### config.mk
export PLATFORM = sky130hd
export DESIGN_NAME = frame_loader
export DESIGN_NICKNAME = d
export VERILOG_FILES = /design/src/rtl/frame_loader.sv
export SDC_FILE = /design/constraint.sdc
export NUM_CORES = 1
export LEC_CHECK = 0
export ABC_AREA = 1
export CAP_MARGIN = 20
export CORE_MARGIN = 2
export CORE_UTILIZATION = 42
export CTS_CLUSTER_DIAMETER = 30
export DETAILED_ROUTE_END_ITERATION = 12
export GPL_ROUTABILITY_DRIVEN = 0
export PLACE_DENSITY = 0.75
export SKIP_CTS_REPAIR_TIMING = 1
export SLEW_MARGIN = 20
export SYNTH_ARGS = -nofsm -noshare
export SYNTH_HDL_FRONTEND = slang
export SYNTH_SLANG_ARGS = --single-unit
### constraint.sdc
create_clock -name clk -period 1.75 [get_ports clk]
set_clock_uncertainty 0.05 [all_clocks]
set_input_delay 0.35 -clock clk [delete_from_list [all_inputs] [get_ports clk]]
set_output_delay 0.35 -clock clk [all_outputs]
set_load 0.01 [all_outputs]
### src/rtl/frame_loader.sv
`default_nettype none
// ============================================================================
// Module   : frame_loader
// Brief    : Loads packed pixel-pair words into the back bank of a
//            double-buffered pixel RAM; swaps banks on display frame start.
// Revision : 1.0 - initial release
// ============================================================================
module frame_loader #(
    parameter int ADDR_W = 11,
    parameter int WORD_W = 32
) (
    input  logic              clk,
    input  logic              reset,
    input  logic [WORD_W-1:0] word_data,
    input  logic              word_valid,
    input  logic              word_first,
    input  logic              disp_frame_start,
    output logic              ram_we,
    output logic [ADDR_W:0]   ram_waddr,
    output logic [WORD_W-1:0] ram_wdata,
    output logic              disp_bank,
    output logic              frame_ready,
    output logic [7:0]        frames_loaded,
    output logic              short_frame,
    output logic              overrun
);

    localparam logic [1:0] S_IDLE      = 2'd0;
    localparam logic [1:0] S_LOAD      = 2'd1;
    localparam logic [1:0] S_WAIT_SWAP = 2'd2;

    localparam logic [ADDR_W-1:0] c_LAST_ADDR = '1;

    logic [1:0]        r_state;
    logic [ADDR_W-1:0] r_count;
    logic              r_we;
    logic [ADDR_W:0]   r_waddr;
    logic [WORD_W-1:0] r_wdata;
    logic              r_disp_bank;
    logic              r_frame_ready;
    logic [7:0]        r_frames_loaded;
    logic              r_short;
    logic              r_overrun;

    logic [1:0]        w_state_nxt;
    logic [ADDR_W-1:0] w_count_nxt;
    logic [ADDR_W-1:0] w_base;
    logic              w_we_nxt;
    logic [ADDR_W:0]   w_waddr_nxt;
    logic [WORD_W-1:0] w_wdata_nxt;
    logic              w_short_nxt;
    logic              w_overrun_nxt;
    logic              w_swap;

    always_ff @(posedge clk) begin
        if (reset) begin
            r_state         <= S_IDLE;
            r_count         <= '0;
            r_we            <= 1'b0;
            r_waddr         <= '0;
            r_wdata         <= '0;
            r_disp_bank     <= 1'b0;
            r_frame_ready   <= 1'b0;
            r_frames_loaded <= 8'd0;
            r_short         <= 1'b0;
            r_overrun       <= 1'b0;
        end else begin
            r_state   <= w_state_nxt;
            r_count   <= w_count_nxt;
            r_we      <= w_we_nxt;
            r_waddr   <= w_waddr_nxt;
            r_wdata   <= w_wdata_nxt;
            r_short   <= w_short_nxt;
            r_overrun <= w_overrun_nxt;
            if (w_swap) begin
                r_disp_bank     <= ~r_disp_bank;
                r_frame_ready   <= 1'b1;
                r_frames_loaded <= r_frames_loaded + 8'd1;
            end
        end
    end

    always_comb begin
        w_state_nxt   = r_state;
        w_count_nxt   = r_count;
        w_base        = r_count;
        w_we_nxt      = 1'b0;
        w_waddr_nxt   = r_waddr;
        w_wdata_nxt   = r_wdata;
        w_short_nxt   = 1'b0;
        w_overrun_nxt = r_overrun;
        w_swap        = 1'b0;

        case (r_state)
            S_IDLE: begin
                if (word_first) begin
                    w_state_nxt = S_LOAD;
                    w_base      = '0;
                    w_count_nxt = '0;
                    if (word_valid) begin
                        w_we_nxt    = 1'b1;
                        w_waddr_nxt = {~r_disp_bank, w_base};
                        w_wdata_nxt = word_data;
                        w_count_nxt = w_base + 1'b1;
                    end
                end
            end
            S_LOAD: begin
                // A restart only counts as a short frame if words were already taken
                if (word_first) begin
                    w_base      = '0;
                    w_short_nxt = (r_count != '0);
                end
                w_count_nxt = w_base;
                if (word_valid) begin
                    w_we_nxt    = 1'b1;
                    w_waddr_nxt = {~r_disp_bank, w_base};
                    w_wdata_nxt = word_data;
                    if (w_base == c_LAST_ADDR) begin
                        w_state_nxt = S_WAIT_SWAP;
                        w_count_nxt = '0;
                    end else begin
                        w_count_nxt = w_base + 1'b1;
                    end
                end
            end
            S_WAIT_SWAP: begin
                if (word_valid || word_first) begin
                    w_overrun_nxt = 1'b1;
                end
                if (disp_frame_start) begin
                    w_swap      = 1'b1;
                    w_state_nxt = S_IDLE;
                end
            end
            default: begin
                w_state_nxt = S_IDLE;
                w_count_nxt = '0;
            end
        endcase
    end

    assign ram_we        = r_we;
    assign ram_waddr     = r_waddr;
    assign ram_wdata     = r_wdata;
    assign disp_bank     = r_disp_bank;
    assign frame_ready   = r_frame_ready;
    assign frames_loaded = r_frames_loaded;
    assign short_frame   = r_short;
    assign overrun       = r_overrun;

endmodule
`default_nettype wire

==> results.cfg, run 1 <==
[clock_tree]
cts_tree = yes
cts_buffers = 9
insertion_delay_ns = 0.35
cts_root_buf = clkbuf_8
clockBufferDepth = 2
h-tree-depth = 3
path_clk_slew_ns = 0.07
cts_sinks = 70

[setup_path]
slowest_stage = clkdlybuf4s50_1
cp.arrival_ns = 1.30
path_cells = clkdlybuf4s50_1
critPathMaxStageDelay_ns = 0.56
cp-endpoint = frames_loaded[3]
path_max_fanout = 7
r2r_setup_slack_ns = 0.15
crit_required_ns = 1.35
path_buf_inv = 1
reg2reg_from = r_state[0]
critPathLaunchType = flop
path_class = reg -> out
r2r-end = ram_waddr[5]
reg2reg_depth = 5
cp_top_family = buffers and inverters
worstSetupEndpointType = output port
startpoint = frames_loaded[3]
crit_cells = 1

[yosys]
async_flop_share_pct = 0
synth_edf_count = 0
synth.cell_area_um2 = 3000
synth.avg_cell_area_um2 = 7.53
ys_seq_area_share_pct = 46.7
synth.top_cell.area_share_pct = 46.7
synth_top_area_cell = dfxtp_1
synth_fp_nets = 437
yosysUniqueCellTypes = 34
synth-main-ff-cell = dfxtp_1
netlist_top_cells_area = dfxtp_1 47%, nor2_1 10%, nand2_1 7.0%, o21ai_0 6.5%, a21oi_1 4.5%
synth-seq-cells = 70
syn_inst = 398
synth_warnings = 0

[routing]
drt_iter0_drc = 148
finalWirelength_um = 7960
drt_first_pass_iters = 4
viasPerCell = 4.87
drcViolationCount = 0
vias = 2991
ant_nets = 0
wl_per_cell_um = 13.0

[floorplanning]
num_rows = 30
die_y_um = 88.5
io_pins = 94
core-area_um2 = 6870
dieArea_um2 = 7830
die_w_um = 88.5
start_util_pct = 43.6

[timing]
max-slew-margin-rel_pct = 70.0
setup_viol = 0
report.final.slew_viol_count = 0
worst_slew_pin_slew_ns = 0.448
min_period_ns = 1.70
max_freq_ghz = 0.588
rsz0062_at_grt = no
finalCritPeriodShare_pct = 97.1
hold_viol = 0
setup_tns_ns = 0

[flow_run]
drv_cap = 0

[global_routing]
antenna_found_initial = 0
grt_overflow = 0
grt_pass1_wl_um = 12800
grt_max_degree = 39
grt_usage_pct = 21.0
grt_pass1_vias = 2761

[placed_design]
portBuffers = 93
place_hpwl_um = 5870

[power_and_ir_drop]
leakagePower_nw = 1.79
powerDensity_nw_per_um2 = 875
ir_drop_v = 0.000472
total_power_mw = 3.89

[status]
outcome = finished, final reports clean

[cells_and_area]
drive_above_1_share_pct = 15.4
nFillCells = 597
nets = 552
area_growth_pct = 48.4
n_antenna_cell = 0

[hold_path]
hp-class = reg -> reg
## state kept, by name, indices dropped and copies added, names as in the netlist
| register | count |
|---|---|
| ram_we | 1 |
| short_frame | 1 |
| r_count | 11 |
| frames_loaded | 8 |
| disp_bank | 1 |
| frame_ready | 1 |
| ram_wdata | 32 |
| overrun | 1 |
| ram_waddr | 12 |
| r_state | 2 |
## metrics by stage
stage	hold slack [ns]	setup WS (ns)	cell area (um2)	util (%)	std cells
floorplan	0.407	0.0143	3000	-	398
global placement	0.392	-0.361	4210	61.3	598
detailed placement	0.397	-0.424	4210	61.3	598
CTS	0.410	-0.0770	4430	64.5	614
global route	0.430	0.00457	4450	64.8	614
finish	0.403	0.0500	4450	64.8	614
## layout by cell type, fill, tap and decap left out, types with 4 or more instances in the layout
| cell | n |
|---|---|
| a21oi_1 | 27 |
| buf_4 | 28 |
| clkbuf_8 | 9 |
| clkdlybuf4s50_1 | 89 |
| dfxtp_1 | 65 |
| dfxtp_2 | 5 |
| dlymetal6s2s_1 | 4 |
| inv_1 | 24 |
| inv_2 | 4 |
| nand2_1 | 56 |
| nand2_2 | 4 |
| nand3_1 | 21 |
| nand4_1 | 5 |
| nor2_1 | 83 |
| nor2_2 | 6 |
| nor3_1 | 4 |
| o21a_1 | 4 |
| o21ai_0 | 39 |
| xor2_1 | 4 |
## cells by family (layout without fill, tap and decap cells)
kind of cell / after synthesis / in the layout / share of synthesized area (%)
buf+inv: 49 / 169 / 7.51
fa+ha+maj: 2 / 2 / 0.835
xor+xnor: 4 / 4 / 1.17
compound gates: 80 / 80 / 14.2
flops: 70 / 70 / 46.7
simple gates: 193 / 193 / 29.5
## cell usage after synthesis, drive strengths merged, types with 3 or more instances
library cell,count
a21oi,28
buf,11
clkbuf,9
dfxtp,70
inv,29
nand2,62
nand3,24
nand4,5
nor2,92
nor3,6
o21a,4
o21ai,41
o22ai,3
xor2,4
## final cells by class
type                       count  area, um2  area share, %
multi-input combinational    279       1370           30.9
clock buffer                  10        128           2.87
sequential                    70       1410           31.6
tap                           96        120           2.70
timing repair buffer         124       1210           27.2
inverter                      29        114           2.56
clock inverter                 6       93.8           2.11
## layer usage
| layer | part of all wire (%) | vias to the layer above | global-route usage, % |
|---|---|---|---|
| met5 | 0 | - | 0 |
| met4 | 2.8 | 0 | 10.3 |
| met3 | 4.6 | 17 | 4.48 |
| met2 | 48 | 85 | 33.6 |
| met1 | 45 | 1363 | 26.9 |
| li1 | - | 1526 | - |
## how the worst min path moves through the flow
stage	start	endpoint	slack, ns	cells past startpoint
after floorplan	r_count[9]	r_count[9]	0.41	2
after detailed placement	frame_ready	frame_ready	0.40	2
after global routing	ram_waddr[2]	ram_waddr[2]	0.43	2
final	frame_ready	frame_ready	0.40	2
after global placement	frame_ready	frame_ready	0.39	2
after CTS	frame_ready	frame_ready	0.41	2
## where the power goes
| group | internal, mW | switching [mW] | leakage [nW] |
|---|---|---|---|
| logic | 0.355 | 0.326 | 1.11 |
| registers | 1.69 | 0.0523 | 0.575 |
| clock network | 0.816 | 0.654 | 0.107 |
Note: power is estimated with default switching activity, not from simulation.
==> run 2: changes to the inputs <==
--- a/config.mk
+++ b/config.mk
@@ -6,7 +6,6 @@
 export NUM_CORES = 1
 export LEC_CHECK = 0
 export ABC_AREA = 1
-export CAP_MARGIN = 20
 export CORE_MARGIN = 2
 export CORE_UTILIZATION = 42
 export CTS_CLUSTER_DIAMETER = 30
==> results of run 2 <==
The final DEF is identical to that of run 1; final timing and power are the same.
==> run 3: changes to the inputs <==
==> constraint.sdc (replaced) <==
create_clock -name clk -period 1.75 [get_ports clk]
set_clock_uncertainty 0.05 [all_clocks]
set_input_delay 0.35 -clock clk [delete_from_list [all_inputs] [get_ports clk]]
set_output_delay 0.35 -clock clk [all_outputs]
set_load 0.1 [all_outputs]
==> results.cfg, run 3 (same netlist as run 1, synthesis figures left out) <==
[status]
outcome = finished, final reports clean

[floorplanning]
start_util_pct = 43.6
num_rows = 30
dieArea_um2 = 7830
core-area_um2 = 6870
die_w_um = 88.5
io_pins = 94
die_y_um = 88.5

[clock_tree]
cts_sinks = 70
cts_tree = yes
cts_buffers = 9
clockBufferDepth = 2
insertion_delay_ns = 0.33
path_clk_slew_ns = 0.07
h-tree-depth = 3
cts_root_buf = clkbuf_8

[timing]
setup_viol = 0
setup_ws_ns = 0.112
report.final.slew_viol_count = 0
hold_viol = 0
worst_slew_pin_slew_ns = 0.395
max-slew-margin-rel_pct = 73.6
setup_tns_ns = 0
timing.hold.ws_ns = 0.451
min_period_ns = 1.64
max_freq_ghz = 0.611
finalCritPeriodShare_pct = 93.6

[setup_path]
path_class = reg -> reg
reg2reg_depth = 10
cp_common_cell = nor2_2
r2r-end = r_count[9]
worstSetupEndpointType = flop
critPathLaunchType = flop
r2r_setup_slack_ns = 0.11
cp.arrival_ns = 1.81
slowest_stage = dfxtp_4
crit_required_ns = 1.92
reg2reg_from = r_count[1]
critPathMaxStageDelay_ns = 0.35
path_cells = inv_1 -> nor2_2 -> ha_4 -> nand3_2 -> nor2_2 -> nand4_1 -> nand2_2 -> inv_2 -> nand3_1 -> a21oi_1
path_max_fanout = 5

[power_and_ir_drop]
internal_power_mw = 3.08
total_power_mw = 4.73
switching_share_pct = 34.9
combPwrFrac_pct = 31.4
p_seq_share_pct = 37.9
leakagePower_nw = 2.04
clockPowerShare_pct = 30.7
power.switching_mw = 1.65
powerDensity_nw_per_um2 = 934
ir_drop_v = 0.000542

[global_routing]
antenna_found_initial = 0
grt_overflow = 0
grt_usage_pct = 22.7
grt_pass1_wl_um = 13600
grt_max_degree = 39
grt_pass1_vias = 2978

[cells_and_area]
drive_above_1_share_pct = 27.2
finalNonFillerCells = 618
nets = 556
n_antenna_cell = 0
design_area_um2 = 5060
post-route-util_pct = 73.7
final_cell_mix = 83 x nor2_1, 65 x dfxtp_1, 60 x buf_12, 56 x nand2_1, 39 x o21ai_0
largest_reg_flops = 32
area_growth_pct = 68.9
final_common_cell = nor2_1

[placed_design]
dp_cells = 600
placed_cell_area_um2 = 4800
dp_slack_ns = -0.417
place_hpwl_um = 6300
portBuffers = 93

[hold_path]
hold_depth = 2
min_from = frame_ready
holdPathEnd = frame_ready
hp-class = reg -> reg

[routing]
ant_nets = 0
wl_met2_um = 4400
vias = 3075
finalWirelength_um = 8480
drcViolationCount = 0
viasPerCell = 4.98
met1Wirelength_um = 3320
wl_per_cell_um = 13.7
met3WireLength_um = 438
top_layer = met4
drt_iter0_drc = 302
drt_first_pass_iters = 4

[flow_run]
drv_cap = 0
## run 3: cell types whose count changed in the layout (fill, tap and decap cells not counted), moves of 2 or more
cell and delta:
dlymetal6s2s_1 -3, buf_4 +4, buf_12 +57, dfxtp_4 +2, dfxtp_2 -2, clkdlybuf4s50_1 -54
## run 3: layout make-up
cell class                      instances  area, um2
Clock buffer                           11        141
Clock inverter                          5       81.3
Timing Repair Buffer                  128       1800
Multi-Input combinational cell        279       1390
Inverter                               29        114
Fill cell                             476       1810
Sequential cell                        70       1410
Tap cell                               96        120
## run 3: worst max-delay path, delay by kind of cell (launching register included)
family / cells / cell delay [ns]
and+or+nand+nor: 6 / 0.75
buffers and inverters: 2 / 0.10
adders and majority gates: 1 / 0.18
DFF: 1 / 0.35
AOI/OAI and AO/OA: 1 / 0.07
## run 3: worst max path at each step
stage / from / end / slack [ns] / cells past startpoint
finish: r_count[1] / r_count[9] / 0.11 / 10
global route: r_count[1] / r_count[9] / -0.002 / 10
CTS: word_first / r_count[10] / -0.07 / 13
detailed placement: word_first / r_count[10] / -0.42 / 13
global placement: word_first / r_count[10] / -0.36 / 13
floorplan: frames_loaded[0] / frames_loaded[6] / 0.003 / 8
## run 3: power groups by stage
stage / sequential, mW / combinational [mW] / clock [mW]
3_3_place_gp: 1.83 / 1.47 / 0
2_1_floorplan: 2.42 / 0.266 / 0
4_1_cts: 1.80 / 1.49 / 1.48
3_5_place_dp: 1.83 / 1.48 / 0
6_report: 1.79 / 1.48 / 1.45
5_1_grt: 1.80 / 1.55 / 1.55
## run 3: layer usage
layer | up-vias | track usage, %
li1 | 1534 | -
met1 | 1412 | 26.0
met2 | 101 | 39.2
met3 | 28 | 5.04
met4 | 0 | 12.5
met5 | - | 0
